==> src/rtl/norm_lzc_sched.sv <==
// norm_lzc_sched: two-requester normalization engine.
// A round-robin arbiter in IDLE accepts one unnormalized mantissa/exponent
// pair (adder or multiplier path), COUNT registers its leading-zero count,
// SHIFT registers the normalized (or denormal-clamped) result and DONE
// presents it until the consumer takes it.
module norm_lzc_sched (
    input  logic        clk,
    input  logic        rst_n,
    input  logic        a_valid,
    input  logic [23:0] a_mant,
    input  logic [7:0]  a_exp,
    output logic        a_ready,
    input  logic        m_valid,
    input  logic [23:0] m_mant,
    input  logic [7:0]  m_exp,
    output logic        m_ready,
    output logic        out_valid,
    input  logic        out_ready,
    output logic [23:0] out_mant,
    output logic [7:0]  out_exp,
    output logic        out_src,
    output logic        out_zero,
    output logic        out_uflow,
    output logic        busy
);

    typedef enum logic [1:0] {
        ST_IDLE  = 2'd0,
        ST_COUNT = 2'd1,
        ST_SHIFT = 2'd2,
        ST_DONE  = 2'd3
    } state_t;

    state_t      state_q;
    logic        last_grant_m_q;   // 1 = multiplier was granted last
    logic [23:0] mant_q;
    logic [7:0]  exp_q;
    logic        src_q;
    logic [4:0]  lz_q;

    logic        out_valid_q;
    logic [23:0] out_mant_q;
    logic [7:0]  out_exp_q;
    logic        out_src_q;
    logic        out_zero_q;
    logic        out_uflow_q;
    logic        busy_q;

    logic        idle;
    logic        grant_a;
    logic        grant_m;
    logic [23:0] zero_pre;
    logic [4:0]  lz_d;
    logic [23:0] res_mant_d;
    logic [7:0]  res_exp_d;
    logic        res_zero_d;
    logic        res_uflow_d;
    logic [7:0]  uf_shift;

    assign idle = (state_q == ST_IDLE);

    // Round-robin: a lone requester wins; with both pending, the one not
    // granted last time wins. Ready is only ever offered in IDLE and never
    // while reset is held.
    assign grant_m = m_valid && (!a_valid || !last_grant_m_q);
    assign grant_a = a_valid && !grant_m;
    assign a_ready = rst_n && idle && grant_a;
    assign m_ready = rst_n && idle && grant_m;

    // zero_pre[i] is set when bits [23:i] of the captured mantissa are all
    // zero; the leading-zero count is simply how many of these are set.
    genvar gi;
    generate
        for (gi = 0; gi < 24; gi++) begin : g_zero_pre
            assign zero_pre[gi] = ~|mant_q[23:gi];
        end
    endgenerate

    // Population count of the all-zero prefix flags gives 0..24.
    always_comb begin
        lz_d = 5'd0;
        for (int i = 0; i < 24; i++) begin
            lz_d = lz_d + {4'd0, zero_pre[i]};
        end
    end

    assign uf_shift = (exp_q == 8'd0) ? 8'd0 : (exp_q - 8'd1);

    // Normalized result: full shift when the exponent can absorb it,
    // otherwise shift only as far as exponent 1 allows and flag a denormal.
    always_comb begin
        res_mant_d  = 24'd0;
        res_exp_d   = 8'd0;
        res_uflow_d = 1'b0;
        res_zero_d  = (lz_q == 5'd24);
        if (!res_zero_d) begin
            if (exp_q > {3'b000, lz_q}) begin
                res_mant_d = mant_q << lz_q;
                res_exp_d  = exp_q - {3'b000, lz_q};
            end else begin
                res_mant_d  = mant_q << uf_shift;
                res_uflow_d = 1'b1;
            end
        end
    end

    // Sequencer: accept, count, shift, hold result until taken.
    always_ff @(posedge clk) begin
        if (!rst_n) begin
            state_q        <= ST_IDLE;
            last_grant_m_q <= 1'b1;
            mant_q         <= 24'd0;
            exp_q          <= 8'd0;
            src_q          <= 1'b0;
            lz_q           <= 5'd0;
            out_valid_q    <= 1'b0;
            out_mant_q     <= 24'd0;
            out_exp_q      <= 8'd0;
            out_src_q      <= 1'b0;
            out_zero_q     <= 1'b0;
            out_uflow_q    <= 1'b0;
            busy_q         <= 1'b0;
        end else begin
            case (state_q)
                ST_IDLE: begin
                    if (grant_a || grant_m) begin
                        mant_q         <= grant_m ? m_mant : a_mant;
                        exp_q          <= grant_m ? m_exp : a_exp;
                        src_q          <= grant_m;
                        last_grant_m_q <= grant_m;
                        busy_q         <= 1'b1;
                        state_q        <= ST_COUNT;
                    end
                end
                ST_COUNT: begin
                    lz_q    <= lz_d;
                    state_q <= ST_SHIFT;
                end
                ST_SHIFT: begin
                    out_mant_q  <= res_mant_d;
                    out_exp_q   <= res_exp_d;
                    out_zero_q  <= res_zero_d;
                    out_uflow_q <= res_uflow_d;
                    out_src_q   <= src_q;
                    out_valid_q <= 1'b1;
                    state_q     <= ST_DONE;
                end
                ST_DONE: begin
                    if (out_ready) begin
                        out_valid_q <= 1'b0;
                        busy_q      <= 1'b0;
                        state_q     <= ST_IDLE;
                    end
                end
                default: begin
                    state_q <= ST_IDLE;
                end
            endcase
        end
    end

    assign out_valid = out_valid_q;
    assign out_mant  = out_mant_q;
    assign out_exp   = out_exp_q;
    assign out_src   = out_src_q;
    assign out_zero  = out_zero_q;
    assign out_uflow = out_uflow_q;
    assign busy      = busy_q;

endmodule

==> config.mk <==
export PLATFORM = sky130hd
export DESIGN_NAME = norm_lzc_sched
export DESIGN_NICKNAME = d
export VERILOG_FILES = /design/src/rtl/norm_lzc_sched.sv
export SDC_FILE = /design/constraint.sdc
export NUM_CORES = 1
export LEC_CHECK = 0
export BUFFER_PORTS_ARGS = -buffer_cell sky130_fd_sc_hd__buf_2
export CAP_MARGIN = 15
export CORE_UTILIZATION = 45
export CTS_CLUSTER_DIAMETER = 80
export DETAILED_ROUTE_END_ITERATION = 16
export GPL_TIMING_DRIVEN = 0
export HOLD_SLACK_MARGIN = 0.08
export PLACE_DENSITY = 0.74
export SLEW_MARGIN = 25
export SYNTH_ARGS = -nofsm -noshare
export SYNTH_HDL_FRONTEND = slang
export SYNTH_SLANG_ARGS = --single-unit
==> constraint.sdc <==
create_clock -name clk -period 10.6 [get_ports clk]
set_clock_uncertainty 0.15 [all_clocks]
set_input_delay 2.12 -clock clk [delete_from_list [all_inputs] [get_ports clk]]
set_output_delay 2.12 -clock clk [all_outputs]
set_load 0.01 [all_outputs]
==> summary.md <==
| Metric | Value |
|---|---|
| Overall global routing resource usage | `26.29%` |
| Grt met3 use | `5.038%` |
| Die Width | `119.5 um` |
| Worst hold path cell count | `2` |
| Endpoint kind of the worst setup timing path | `flop` |
| Max-cap violations | `0` |
| CTS buffer count | `9` |
| Met1 Track Usage GR | `35.01%` |
| Count of TritonRoute iterations in the first routing pass | `5` |
| Die Height | `119.5 um` |
| Start point of the worst hold path | `out_mant[16]$_SDFFE_PN0P_` |
| Number of distinct library cells after synthesis | `61` |
| Placer Congestion | `0.9685` |
| Worst r2r dst | `lz_q[2]$_SDFFE_PN0N_` |
| Detail-routed net length per standard cell | `17.44 um` |
| Placeable core region | `13,350 um2` |
| Total of buffers placed on input and output ports | `107` |
| Number of vias in the routed layout | `6,297` |
| Cell row count | `42` |
| Sum of overflow across all layers after global routing | `0` |
| Peak Freq | `127.5 MHz` |
| Seq. cell area | `1562 um2` |
| Relative slew margins | `38.82%` |
| CP max stage cell | `sky130_fd_sc_hd__or4_4` |
| Cell type group with the largest total delay on the critical path | `simple AND/OR/NAND/NOR gates` |
| Status | `finished, final reports clean` |
| First-pass GRT wire length | `29,620 um` |
| Least setup slack across all paths after layout | `2.760 ns` |
| Start-to-end type of the worst setup path | `flop to flop` |
| Clk buf depth | `2` |
| Mapped cell area | `6215 um2` |
| Total inserted antenna cells | `0` |
| Most repeated library cell on the critical path | `sky130_fd_sc_hd__fa_1` |
| Area delta synth->final | `16.93%` |
| Worst Hold Endpoint | `out_mant[16]$_SDFFE_PN0P_` |
| Clk pin slew, worst setup/hold paths | `0.06 ns` |
| Effective utilization at floorplan | `46.56%` |
| Largest stage delay, worst path | `0.60 ns` |
| Transition time at the pin with the least slew margin | `0.9081 ns` |
| DRC | `0` |
| Final WL | `18,590 um` |
| Clk root buf | `sky130_fd_sc_hd__clkbuf_16` |
| Commonest cells after routing, fill and taps aside | `107 x sky130_fd_sc_hd__buf_2, 102 x sky130_fd_sc_hd__nand2_1, 78 x sky130_fd_sc_hd__dfxtp_1` |
| Filler cells | `1,326` |
| Biggest fanout along the worst timing path | `6` |
| Setup repair after global routing missed its margin | `no` |
| Portion of the post-synthesis area used by sequential elements | `25.13%` |
| Initial antenna violation count | `0` |
| Number of warnings reported in the yosys synthesis log | `0` |
| Clock tree from TritonCTS | `done` |
| Final hold violations | `0` |
| Post-Synthesis Net Count | `871` |
| Startpoint of the worst setup timing path | `mant_q[23]$_SDFFE_PN0P_` |
| Worst min-delay path class | `flop to flop` |
| Mean area per synthesized cell | `8.103 um2` |
| Buffer count from post-CTS setup fixing | `0` |
| Die outline area | `14,280 um2` |
| Crit path cell chain | `or4_4, nor4_4, or4b_4, or3_4, or4_4, or4_1, or2_1, buf_6, or3b_1, fa_1, inv_1, fa_1, inv_1, fa_1, fa_1, inv_1, fa_1, ha_1, inv_1, fa_1, xnor2_1, nand2_1, o21ai_0, and2_1` |
| Sum of negative setup slack | `0 ns` |
| Hold bufs inserted after CTS | `0` |
| Worst reg2reg path startpoint | `mant_q[23]$_SDFFE_PN0P_` |
| TritonCTS Sinks | `78` |
| Initial DRC count | `589` |
| Min Tclk post-route | `7.840 ns` |
| Count of flip-flops with a built-in enable after synthesis | `0` |
| Most common library cell in the layout ignoring fill and taps | `sky130_fd_sc_hd__buf_2` |
| Top-Level Pins | `108` |
| Dpl hpwl | `14,340 um` |
| Launching element type of the critical path | `flop` |
| Multi-input gate area in the final layout | `4299 um2` |
| Cell count after synthesis | `767` |
| Number of levels the H-tree was split into | `3` |
| Flip-flop and latch count after synthesis | `78` |
| Clock latency reported for the late side of the worst-skew pair | `0.35 ns` |
| Flop2flop setup slack | `2.76 ns` |
| Post-placement setup slack | `2.778 ns` |
| Final net count | `989` |
| # resized after CTS | `0` |
| Async set-or-reset flop fraction in the synthesized netlist | `0%` |
| Ratio of cells with drive above 1 in the final layout | `16.18%` |
| Max Transition Viols Final | `0` |
| Worst R2R Path Depth | `24` |
| Global-route met2 utilization | `41.69%` |
| Pin count of the biggest net entering global routing | `14` |
| Prevailing post-synth register cell | `sky130_fd_sc_hd__dfxtp_1` |
| Final antenna-violating net count | `0` |
| Worst endpoint required time | `10.70 ns` |
| Global route hottest layer | `met2` |
| Via count of the first global-routing pass | `5,803` |
| Vias per Instance | `5.907` |
| Arrival time reported for the critical path endpoint | `7.94 ns` |
| Worst Path Buf+Inv | `5` |
| Final setup violation count | `0` |
| Final critical-path share of the clock period | `73.96%` |
==> area by class of cell <==
cell class	instances	area share, %
sequential	78	21.49
buffer	58	3.099
clock inverter	6	0.8437
clock buffer	10	3.151
tap	176	3.030
multi-input combinational	595	59.16
timing repair buffer	107	7.369
inverter	36	1.860
==> metal layers <==
metal	share of wire, %	up-vias	routed length [um]
met5	0	-	0
met1	45	2889	8301
li1	-	3058	-
met3	7.3	52	1358
met2	45	298	8414
met4	2.8	0	518
==> flip-flops by register name, summed over array words and instances (netlist names) <==
register        flops
out_zero            1
mant_q             24
out_valid           1
last_grant_m_q      1
out_exp             8
out_src             1
out_uflow           1
out_mant           24
src_q               1
state_q             2
busy                1
lz_q                5
exp_q               8
==> through the flow <==
stage / instance area, um2 / hold WS (ns) / instances / utilization (%)
2_1_floorplan: 6215 / 0.3100 / 767 / -
5_1_grt: 7267 / 0.3427 / 1066 / 54.44
3_5_place_dp: 6977 / 0.2950 / 1050 / 52.27
6_report: 7267 / 0.3075 / 1066 / 54.44
4_1_cts: 7267 / 0.3120 / 1066 / 54.44
3_3_place_gp: 6970 / 0.2880 / 1050 / 52.22
==> worst max-delay path by stage <==
stage               depth (start not counted)  slack (ns)                   end
floorplan                                  24        3.10  lz_q[2]$_SDFFE_PN0N_
global placement                           24        2.80  lz_q[2]$_SDFFE_PN0N_
detailed placement                         24        2.78  lz_q[2]$_SDFFE_PN0N_
CTS                                        24        2.74  lz_q[2]$_SDFFE_PN0N_
global route                               24        2.43  lz_q[2]$_SDFFE_PN0N_
finish                                     24        2.76  lz_q[2]$_SDFFE_PN0N_
==> worst reg2reg max path: stages (launching register included) <==
cell,delay (ns)
sky130_fd_sc_hd__dfxtp_1,0.38
sky130_fd_sc_hd__or4_4,0.60
sky130_fd_sc_hd__nor4_4,0.22
sky130_fd_sc_hd__or4b_4,0.53
sky130_fd_sc_hd__or3_4,0.37
sky130_fd_sc_hd__or4_4,0.45
sky130_fd_sc_hd__or4_1,0.43
sky130_fd_sc_hd__or2_1,0.23
sky130_fd_sc_hd__buf_6,0.13
sky130_fd_sc_hd__or3b_1,0.38
sky130_fd_sc_hd__fa_1,0.54
sky130_fd_sc_hd__inv_1,0.05
sky130_fd_sc_hd__fa_1,0.49
sky130_fd_sc_hd__inv_1,0.05
sky130_fd_sc_hd__fa_1,0.50
sky130_fd_sc_hd__fa_1,0.56
sky130_fd_sc_hd__inv_1,0.06
sky130_fd_sc_hd__fa_1,0.53
sky130_fd_sc_hd__ha_1,0.17
sky130_fd_sc_hd__inv_1,0.06
sky130_fd_sc_hd__fa_1,0.40
sky130_fd_sc_hd__xnor2_1,0.15
sky130_fd_sc_hd__nand2_1,0.07
sky130_fd_sc_hd__o21ai_0,0.07
sky130_fd_sc_hd__and2_1,0.16
==> cell families after synthesis <==
kind of cell / share of synthesized area [%]
and+or+nand+nor: 21.52
adders and majority gates: 9.221
AOI/OAI and AO/OA: 27.74
DFF: 25.13
muxes: 9.040
buffers and inverters: 5.798
xor gates and xnor gates: 1.550
==> cells in the mapped netlist, drive strengths merged (3+ instances only) <==
master	instances	area share (%)
and3	11	1.1
o211a	32	5.2
a21boi	3	0.36
or3	4	0.48
a32oi	4	0.56
xnor2	10	1.4
inv	36	2.2
o2111ai	4	0.56
nand2	102	6.2
or4b	4	0.70
a221o	4	0.64
o221ai	8	1.1
nand2b	19	1.9
o22ai	4	0.40
nor4	6	0.85
dfxtp	78	25
a22oi	8	0.97
a211oi	21	2.5
or4	4	0.60
a211o	4	0.56
nor2	37	2.2
ha	17	3.4
nand3	13	1.0
o31ai	8	0.97
mux2	5	0.91
o22a	4	0.56
clkbuf	53	3.2
o211ai	7	0.85
and2	14	1.4
buf	5	0.42
mux2i	46	7.4
a311oi	12	1.7
o21ai	31	2.5
o2bb2ai	9	1.3
a21oi	39	3.1
or2	4	0.40
nor2b	22	2.2
nand3b	3	0.36
a21o	8	0.97
a311o	5	0.81
nor3	16	1.3
o311ai	3	0.42
a31oi	4	0.40
fa	18	5.8
Power is not shown: default switching activity piles up to over one toggle a cycle in this logic, so the estimate is an artifact.
